File: config.mk
export PLATFORM = sky130hd
export DESIGN_NAME = risc_exec_unit_flat
export DESIGN_NICKNAME = d
export VERILOG_FILES = /design/src/rtl/risc_pkg.sv /design/src/rtl/risc_exec_if.sv /design/src/rtl/risc_seq_mul.sv /design/src/rtl/risc_exec_unit.sv /design/src/flat_wrapper.sv
export SDC_FILE = /design/constraint.sdc
export NUM_CORES = 2
export LEC_CHECK = 0
export CORE_ASPECT_RATIO = 1.25
export CORE_UTILIZATION = 30
export CTS_BUF_LIST = sky130_fd_sc_hd__clkbuf_8
export DETAILED_ROUTE_END_ITERATION = 8
export PLACE_DENSITY = 0.47
export SETUP_SLACK_MARGIN = 0.05
export SLEW_MARGIN = 30
export SYNTH_ARGS = -nofsm -noshare
export SYNTH_HDL_FRONTEND = slang
export SYNTH_SLANG_ARGS = --single-unit
File: constraint.sdc
create_clock -name clk -period 32.3 [get_ports clk]
set_clock_uncertainty 0.1 [all_clocks]
set_input_delay 8.075 -clock clk [delete_from_list [all_inputs] [get_ports clk]]
set_output_delay 8.075 -clock clk [all_outputs]
set_load 0.05 [all_outputs]
File: src/rtl/risc_pkg.sv
// risc_pkg: shared definitions for the execute stage.
//   - IR field bit positions
//   - opcode encodings
//   - FSM state encoding
//   - flag bit indices within the {sign, zero, overflow, carry} vector
package risc_pkg;

    localparam int OPER_HI  = 31;
    localparam int OPER_LO  = 27;
    localparam int RDST_HI  = 26;
    localparam int RDST_LO  = 22;
    localparam int RSRC1_HI = 21;
    localparam int RSRC1_LO = 17;
    localparam int IMM_BIT  = 16;
    localparam int RSRC2_HI = 15;
    localparam int RSRC2_LO = 11;
    localparam int ISRC_HI  = 15;
    localparam int ISRC_LO  = 0;

    localparam logic [4:0] OP_MOVSGPR = 5'd0;
    localparam logic [4:0] OP_MOV     = 5'd1;
    localparam logic [4:0] OP_ADD     = 5'd2;
    localparam logic [4:0] OP_SUB     = 5'd3;
    localparam logic [4:0] OP_MUL     = 5'd4;
    localparam logic [4:0] OP_OR      = 5'd5;
    localparam logic [4:0] OP_AND     = 5'd6;
    localparam logic [4:0] OP_XOR     = 5'd7;
    localparam logic [4:0] OP_XNOR    = 5'd8;
    localparam logic [4:0] OP_NAND    = 5'd9;
    localparam logic [4:0] OP_NOR     = 5'd10;
    localparam logic [4:0] OP_NOT     = 5'd11;

    typedef enum logic {IDLE, MUL_BUSY} state_e;

    localparam int FLAG_C = 0;
    localparam int FLAG_V = 1;
    localparam int FLAG_Z = 2;
    localparam int FLAG_S = 3;

endpackage

File: src/rtl/risc_exec_if.sv
// risc_exec_if: instruction handshake and retirement status bundle.
//   instr_valid/instr_ready/instr : IR handshake (master drives valid+instr)
//   done/illegal                  : one-cycle retirement pulses
//   flags                         : registered {sign, zero, overflow, carry}
interface risc_exec_if;
    logic        instr_valid;
    logic        instr_ready;
    logic [31:0] instr;
    logic        done;
    logic        illegal;
    logic [3:0]  flags;

    modport master (output instr_valid, instr,
                    input  instr_ready, done, illegal, flags);
    modport slave  (input  instr_valid, instr,
                    output instr_ready, done, illegal, flags);
endinterface

File: src/rtl/risc_seq_mul.sv
// risc_seq_mul: iterative shift-add unsigned multiplier, one bit per cycle.
//   start   : latch a/b and begin (ignored while busy)
//   busy    : iteration in progress
//   valid   : high during the final iteration cycle; product is the final
//             value in that cycle, so the owner can write back on that edge
//   product : running accumulator plus this cycle's partial product
module risc_seq_mul #(
    parameter int DATA_W = 16
) (
    input  logic                  clk,
    input  logic                  sys_rst,
    input  logic                  start,
    input  logic [DATA_W-1:0]     a,
    input  logic [DATA_W-1:0]     b,
    output logic                  busy,
    output logic                  valid,
    output logic [2*DATA_W-1:0]   product
);
    localparam int CNT_W = $clog2(DATA_W + 1);

    logic [CNT_W-1:0]    count;
    logic [2*DATA_W-1:0] acc, mcand, acc_nxt;
    logic [DATA_W-1:0]   mplier;

    assign acc_nxt = acc + (mplier[0] ? mcand : '0);
    assign valid   = busy && (count == CNT_W'(DATA_W - 1));
    assign product = acc_nxt;

    always_ff @(posedge clk or posedge sys_rst) begin
        if (sys_rst) begin
            busy   <= 1'b0;
            count  <= '0;
            acc    <= '0;
            mcand  <= '0;
            mplier <= '0;
        end else if (start && !busy) begin
            busy   <= 1'b1;
            count  <= '0;
            acc    <= '0;
            mcand  <= {{DATA_W{1'b0}}, a};
            mplier <= b;
        end else if (busy) begin
            acc    <= acc_nxt;
            mcand  <= mcand << 1;
            mplier <= mplier >> 1;
            count  <= count + 1'b1;
            if (valid)
                busy <= 1'b0;
        end
    end
endmodule

File: src/rtl/risc_exec_unit.sv
// risc_exec_unit: registered execute stage with GPR file, SGPR and flags.
//   clk, sys_rst : clock, asynchronous active-high reset
//   bus          : instruction handshake / retirement status (slave side)
//   dbg_addr     : debug GPR read index
//   dbg_data     : GPR[dbg_addr], 0 when out of range (combinational)
//   dbg_sgpr     : SGPR contents
// Single-cycle ops write back on the accept edge; MUL writes back on the
// last multiplier iteration edge. done/illegal follow the writeback edge.
module risc_exec_unit
    import risc_pkg::*;
#(
    parameter int DATA_W  = 16,
    parameter int NUM_GPR = 32
) (
    input  logic              clk,
    input  logic              sys_rst,
    risc_exec_if.slave        bus,
    input  logic [4:0]        dbg_addr,
    output logic [DATA_W-1:0] dbg_data,
    output logic [DATA_W-1:0] dbg_sgpr
);
    localparam int M = DATA_W - 1;

    state_e              state, state_nxt;
    logic [DATA_W-1:0]   gpr [NUM_GPR];
    logic [DATA_W-1:0]   sgpr;
    logic [3:0]          flags_q;
    logic                done_q, illegal_q;
    logic [4:0]          mul_rdst;

    logic [4:0]          oper, rdst, rsrc1, rsrc2;
    logic                imm_mode, accept;
    logic [DATA_W-1:0]   imm, rs1_val, rs2_val, op_a, op_b, src_u, res;
    logic                c, v, legal, is_mul;
    logic [3:0]          alu_flags, mul_flags;

    logic                mul_busy, mul_valid;
    logic [2*DATA_W-1:0] product;

    logic                single, wr_en;
    logic [4:0]          wr_idx;
    logic [DATA_W-1:0]   wr_data;

    assign oper     = bus.instr[OPER_HI:OPER_LO];
    assign rdst     = bus.instr[RDST_HI:RDST_LO];
    assign rsrc1    = bus.instr[RSRC1_HI:RSRC1_LO];
    assign rsrc2    = bus.instr[RSRC2_HI:RSRC2_LO];
    assign imm_mode = bus.instr[IMM_BIT];
    assign imm      = DATA_W'(bus.instr[ISRC_HI:ISRC_LO]);
    assign accept   = bus.instr_valid && bus.instr_ready;

    // Register reads; indices beyond the implemented file read as zero.
    always_comb begin
        rs1_val  = '0;
        rs2_val  = '0;
        dbg_data = '0;
        for (int i = 0; i < NUM_GPR; i++) begin
            if (rsrc1 == 5'(i))    rs1_val  = gpr[i];
            if (rsrc2 == 5'(i))    rs2_val  = gpr[i];
            if (dbg_addr == 5'(i)) dbg_data = gpr[i];
        end
    end

    assign op_a  = rs1_val;
    assign op_b  = imm_mode ? imm : rs2_val;
    assign src_u = imm_mode ? imm : rs1_val;   // unary source for mov/not

    always_comb begin
        res    = '0;
        c      = 1'b0;
        v      = 1'b0;
        legal  = 1'b1;
        is_mul = 1'b0;
        case (oper)
            OP_MOVSGPR: res = sgpr;
            OP_MOV:     res = src_u;
            OP_ADD: begin
                {c, res} = {1'b0, op_a} + {1'b0, op_b};
                v = (op_a[M] == op_b[M]) && (res[M] != op_a[M]);
            end
            OP_SUB: begin
                res = op_a - op_b;
                c   = op_a < op_b;
                v   = (op_a[M] != op_b[M]) && (res[M] != op_a[M]);
            end
            OP_MUL:  is_mul = 1'b1;
            OP_OR:   res = op_a | op_b;
            OP_AND:  res = op_a & op_b;
            OP_XOR:  res = op_a ^ op_b;
            OP_XNOR: res = ~(op_a ^ op_b);
            OP_NAND: res = ~(op_a & op_b);
            OP_NOR:  res = ~(op_a | op_b);
            OP_NOT:  res = ~src_u;
            default: legal = 1'b0;
        endcase
    end

    always_comb begin
        alu_flags         = '0;
        alu_flags[FLAG_S] = res[M];
        alu_flags[FLAG_Z] = (res == '0);
        alu_flags[FLAG_V] = v;
        alu_flags[FLAG_C] = c;
        mul_flags         = '0;
        mul_flags[FLAG_S] = product[2*DATA_W-1];
        mul_flags[FLAG_Z] = (product == '0);
    end

    risc_seq_mul #(.DATA_W(DATA_W)) u_mul (
        .clk     (clk),
        .sys_rst (sys_rst),
        .start   (accept && is_mul),
        .a       (op_a),
        .b       (op_b),
        .busy    (mul_busy),
        .valid   (mul_valid),
        .product (product)
    );

    // Accept only happens in IDLE and MUL retirement only in MUL_BUSY, so the
    // two writeback sources never collide.
    assign single  = accept && legal && !is_mul;
    assign wr_en   = single || mul_valid;
    assign wr_idx  = mul_valid ? mul_rdst : rdst;
    assign wr_data = mul_valid ? product[DATA_W-1:0] : res;

    always_ff @(posedge clk or posedge sys_rst) begin
        if (sys_rst)
            state <= IDLE;
        else
            state <= state_nxt;
    end

    always_comb begin
        state_nxt       = state;
        bus.instr_ready = 1'b0;
        case (state)
            IDLE: begin
                bus.instr_ready = !mul_busy;
                if (accept && is_mul)
                    state_nxt = MUL_BUSY;
            end
            MUL_BUSY: begin
                if (mul_valid)
                    state_nxt = IDLE;
            end
            default: state_nxt = IDLE;
        endcase
    end

    always_ff @(posedge clk or posedge sys_rst) begin
        if (sys_rst) begin
            for (int i = 0; i < NUM_GPR; i++)
                gpr[i] <= '0;
            sgpr      <= '0;
            flags_q   <= '0;
            done_q    <= 1'b0;
            illegal_q <= 1'b0;
            mul_rdst  <= '0;
        end else begin
            done_q    <= (accept && !is_mul) || mul_valid;
            illegal_q <= accept && !legal;
            if (wr_en)
                for (int i = 0; i < NUM_GPR; i++)
                    if (wr_idx == 5'(i))
                        gpr[i] <= wr_data;
            if (single)
                flags_q <= alu_flags;
            if (mul_valid) begin
                flags_q <= mul_flags;
                sgpr    <= product[2*DATA_W-1:DATA_W];
            end
            if (accept && is_mul)
                mul_rdst <= rdst;
        end
    end

    assign bus.done    = done_q;
    assign bus.illegal = illegal_q;
    assign bus.flags   = flags_q;
    assign dbg_sgpr    = sgpr;
endmodule

File: src/flat_wrapper.sv
// flat-port wrapper written by rule: the top's interface ports become plain ports
module risc_exec_unit_flat import risc_pkg::*;
#(
    parameter int DATA_W  = 16,
    parameter int NUM_GPR = 32
)
  (clk, sys_rst, dbg_addr, dbg_data, dbg_sgpr, bus_instr_valid, bus_instr, bus_instr_ready, bus_done, bus_illegal, bus_flags);
  risc_exec_if bus_i ();
  input  logic clk;
  input  logic sys_rst;
  input  logic [4:0] dbg_addr;
  output logic [DATA_W-1:0] dbg_data;
  output logic [DATA_W-1:0] dbg_sgpr;
  input wire logic [$bits(bus_i.instr_valid)-1:0] bus_instr_valid;
  input wire logic [$bits(bus_i.instr)-1:0] bus_instr;
  output wire logic [$bits(bus_i.instr_ready)-1:0] bus_instr_ready;
  output wire logic [$bits(bus_i.done)-1:0] bus_done;
  output wire logic [$bits(bus_i.illegal)-1:0] bus_illegal;
  output wire logic [$bits(bus_i.flags)-1:0] bus_flags;
  assign bus_i.instr_valid = bus_instr_valid;
  assign bus_i.instr = bus_instr;
  assign bus_instr_ready = bus_i.instr_ready;
  assign bus_done = bus_i.done;
  assign bus_illegal = bus_i.illegal;
  assign bus_flags = bus_i.flags;
  risc_exec_unit #(.DATA_W(DATA_W), .NUM_GPR(NUM_GPR)) u_core (.clk(clk), .sys_rst(sys_rst), .bus(bus_i), .dbg_addr(dbg_addr), .dbg_data(dbg_data), .dbg_sgpr(dbg_sgpr));
endmodule
==> impl_metrics.toml <==
[clocking]
clkTransAtPathRegs_ps = 60
clockBufferDepth = 3
cts-root-buf = "clkbuf_8"
cts_num_sinks = 626
cts_buffers = 110
hold_buffers = 0
htreeDepth = 3
tritoncts = "built"
cts_resized = 0
insertion_delay_ps = 930
cts_setup_buffers = 0

[finish]
layout-drive-gt1-share_pct = 15.8
fillers = 15800
final-instance-count-excl-fill = 7395
nNetsFinal = 5426
postLayoutCoreUtil_pct = 34.2
design_area_um2 = 50800
syn_to_final_growth_pct = 12.7

[critical_path]
cp.buffers_inverters = 2
timing.rr.start = "u_core.gpr[480]$_DFFE_PP0P_"
crit_family = "compound AO/OA/AOI/OAI gates"
arrival_ps = 13770
slowest_stage = "clkdlybuf4s50_1"
crit_start = "dbg_addr[3]"
path_max_fanout = 14
path_class = "in2out"
worstPathCellList = "clkdlybuf4s50_1 > or3b_2 > nor2_1 > a22oi_1 > a41oi_1 > a211oi_1 > o21ai_0 > a21oi_1 > o311ai_0 > clkdlybuf4s50_1"
ff2ff_setup_slack_ps = 22770
start_kind = "input pin"
endpoint_kind = "output port"
crit_top_cell = "clkdlybuf4s50_1"
required_ps = 24130
max_stage_delay_ps = 970

[global_routing]
grt-ovfl-total = 0
antenna_found_initial = 18
grt_pass1_wl_um = 393000
grt_max_degree = 128
grt_pass1_vias = 45700
grt_usage_pct = 37.1

[place]
gp_congestion = 1.04
portBuffers = 78
hpwl_um = 214000
place_inst = 7189
placed_area_um2 = 48400
pre_cts_ws_ps = 10590

[floorplan]
start_util_pct = 30.3
rows = 158
dieArea_um2 = 152000
io_pins = 79
core_area_um2 = 149000
die_x_um = 349
dieHeight_um = 435

[yosys]
ys_ff_latch = 626
synth_edf_count = 0
yosysMostFrequentCell = "nand2_1"
synth_cells = 5321
syn_area_um2 = 45100
yosysTopAreaCell = "dfrtp_1"
synth_nets = 5444
ys_types = 101
async_reset_ff_share_pct = 100
synth_top_area_share_pct = 34.8
yosysWarnings = 0
yosys-top-cells-area = "dfrtp_1, mux2_2, nand2_1"
ys_top_cells_by_count = "nand2_1, dfrtp_1, o21ai_0"
avgSynthCellArea_um2 = 8.47
ys_seq_area_share_pct = 34.8
ys.flop_type = "dfrtp_1"

[routing]
met3WireLength_um = 22500
wl_met2_um = 132000
vias_per_cell = 6.49
drt_first_pass_iters = 8
totalWireLength_um = 288000
avgRoutedWirePerCell_um = 38.9
drcViolationCount = 0
num_vias = 48000
ant_nets = 0
drt_iter0_markers = 5983
wl_met1_um = 101000
highest_layer = "met5"

[sta]
fin_ws_ps = 10360
maxSlewViolCount = 0
hold_viol_final = 0
fin_crit_sh_pct = 67.9
relSlewSlack_pct = 17.4
setup_viol = 0
period_needed_ps = 21940
fmax_ghz = 0.0456
rsz0062_at_grt = "no"
finalSetupTns_ps = 0
worst_slew_pin_slew_ps = 1230

[job]
drv_cap = 0

[run_status]
outcome = "completed"

[pwr]
vdd_ir_drop_max_v = 0.0000428
cellPowerDensity_nw_per_um2 = 58.1
leakagePower_uw = 0.0214

[worst_hold_path]
worstHoldPathType = "reg2reg"
hp-start = "u_core.state$_DFF_PP0_"
[flip-flops by register name, indices dropped and copies added (netlist names)]
name / flops
u_core.state: 1
u_core.bus.done: 1
u_core.dbg_sgpr: 16
u_core.u_mul.mplier: 16
u_core.mul_rdst: 5
u_core.bus.flags: 4
u_core.u_mul.count: 5
u_core.bus.illegal: 1
u_core.u_mul.busy: 1
u_core.u_mul.mcand: 32
u_core.u_mul.acc: 32
u_core.gpr: 512
[layout by cell type (no fill, tap or decap), types with 90 or more instances in the layout]
| cell | count |
|---|---|
| nand2_1 | 803 |
| o22ai_1 | 114 |
| o21ai_0 | 553 |
| clkbuf_8 | 129 |
| nor2_1 | 342 |
| dfrtp_1 | 625 |
| buf_4 | 232 |
| mux2_2 | 289 |
| nand3_1 | 90 |
| nor3_1 | 93 |
| a21oi_1 | 317 |
| mux2i_1 | 158 |
| inv_1 | 115 |
[stage by stage]
step,hold WS [ps],total power [uW]
global route,418,3060
floorplan,348,1630
global placement,362,2120
detailed placement,370,2120
CTS,383,2940
finish,383,2950
[cells by family (layout without fill, tap and decap cells)]
family | after synthesis | count (layout) | share of synthesized area [%]
AOI/OAI and AO/OA | 1810 | 1810 | 26.3
and+or+nand+nor | 1731 | 1731 | 17.6
xor gates and xnor gates | 39 | 39 | 0.758
muxes | 500 | 500 | 13.2
DFF | 626 | 626 | 34.8
buffers and inverters | 532 | 596 | 4.97
adders and majority gates | 83 | 83 | 2.35
other | 0 | 10 | 0
[per-layer routing]
| layer | GRT usage (%) | up-vias |
|---|---|---|
| met4 | 33.7 | 14 |
| met5 | 0 | - |
| met3 | 7.73 | 1178 |
| li1 | - | 19800 |
| met2 | 59.7 | 3137 |
| met1 | 41.0 | 23800 |
[final timing paths]
check	to	cells past startpoint
max	dbg_data[0]	10
min	u_core.state$_DFF_PP0_	2
max reg2reg	u_core.bus.flags[2]$_DFFE_PP0P_	25
min reg2reg	u_core.state$_DFF_PP0_	2
max in group asynchronous	u_core.gpr[269]$_DFFE_PP0P_	6
min in group asynchronous	u_core.gpr[272]$_DFFE_PP0P_	2
[power by group]
part | internal, uW | switching, uW | total [uW]
sequential | 923 | 242 | 1160
combinational | 316 | 661 | 976
clock | 427 | 385 | 812
[final cells by class]
cell class / count / area [um2] / area share, %
multi-input cells: 4163 / 27400 / 53.9
flip-flops and latches: 626 / 15700 / 30.8
repair buffers: 314 / 2570 / 5.05
well taps: 2000 / 2500 / 4.93
clock buffers: 128 / 1760 / 3.47
clock inverters: 66 / 553 / 1.09
inverters: 88 / 340 / 0.670
diodes: 10 / 25.0 / 0.0493
[tightest hold or removal path, cell delays in order, from the launching register on]
cell and delay, ps:
dfrtp_1 340, nand2_1 50, nand2_1 50
Note: power is estimated with default switching activity, not from simulation.
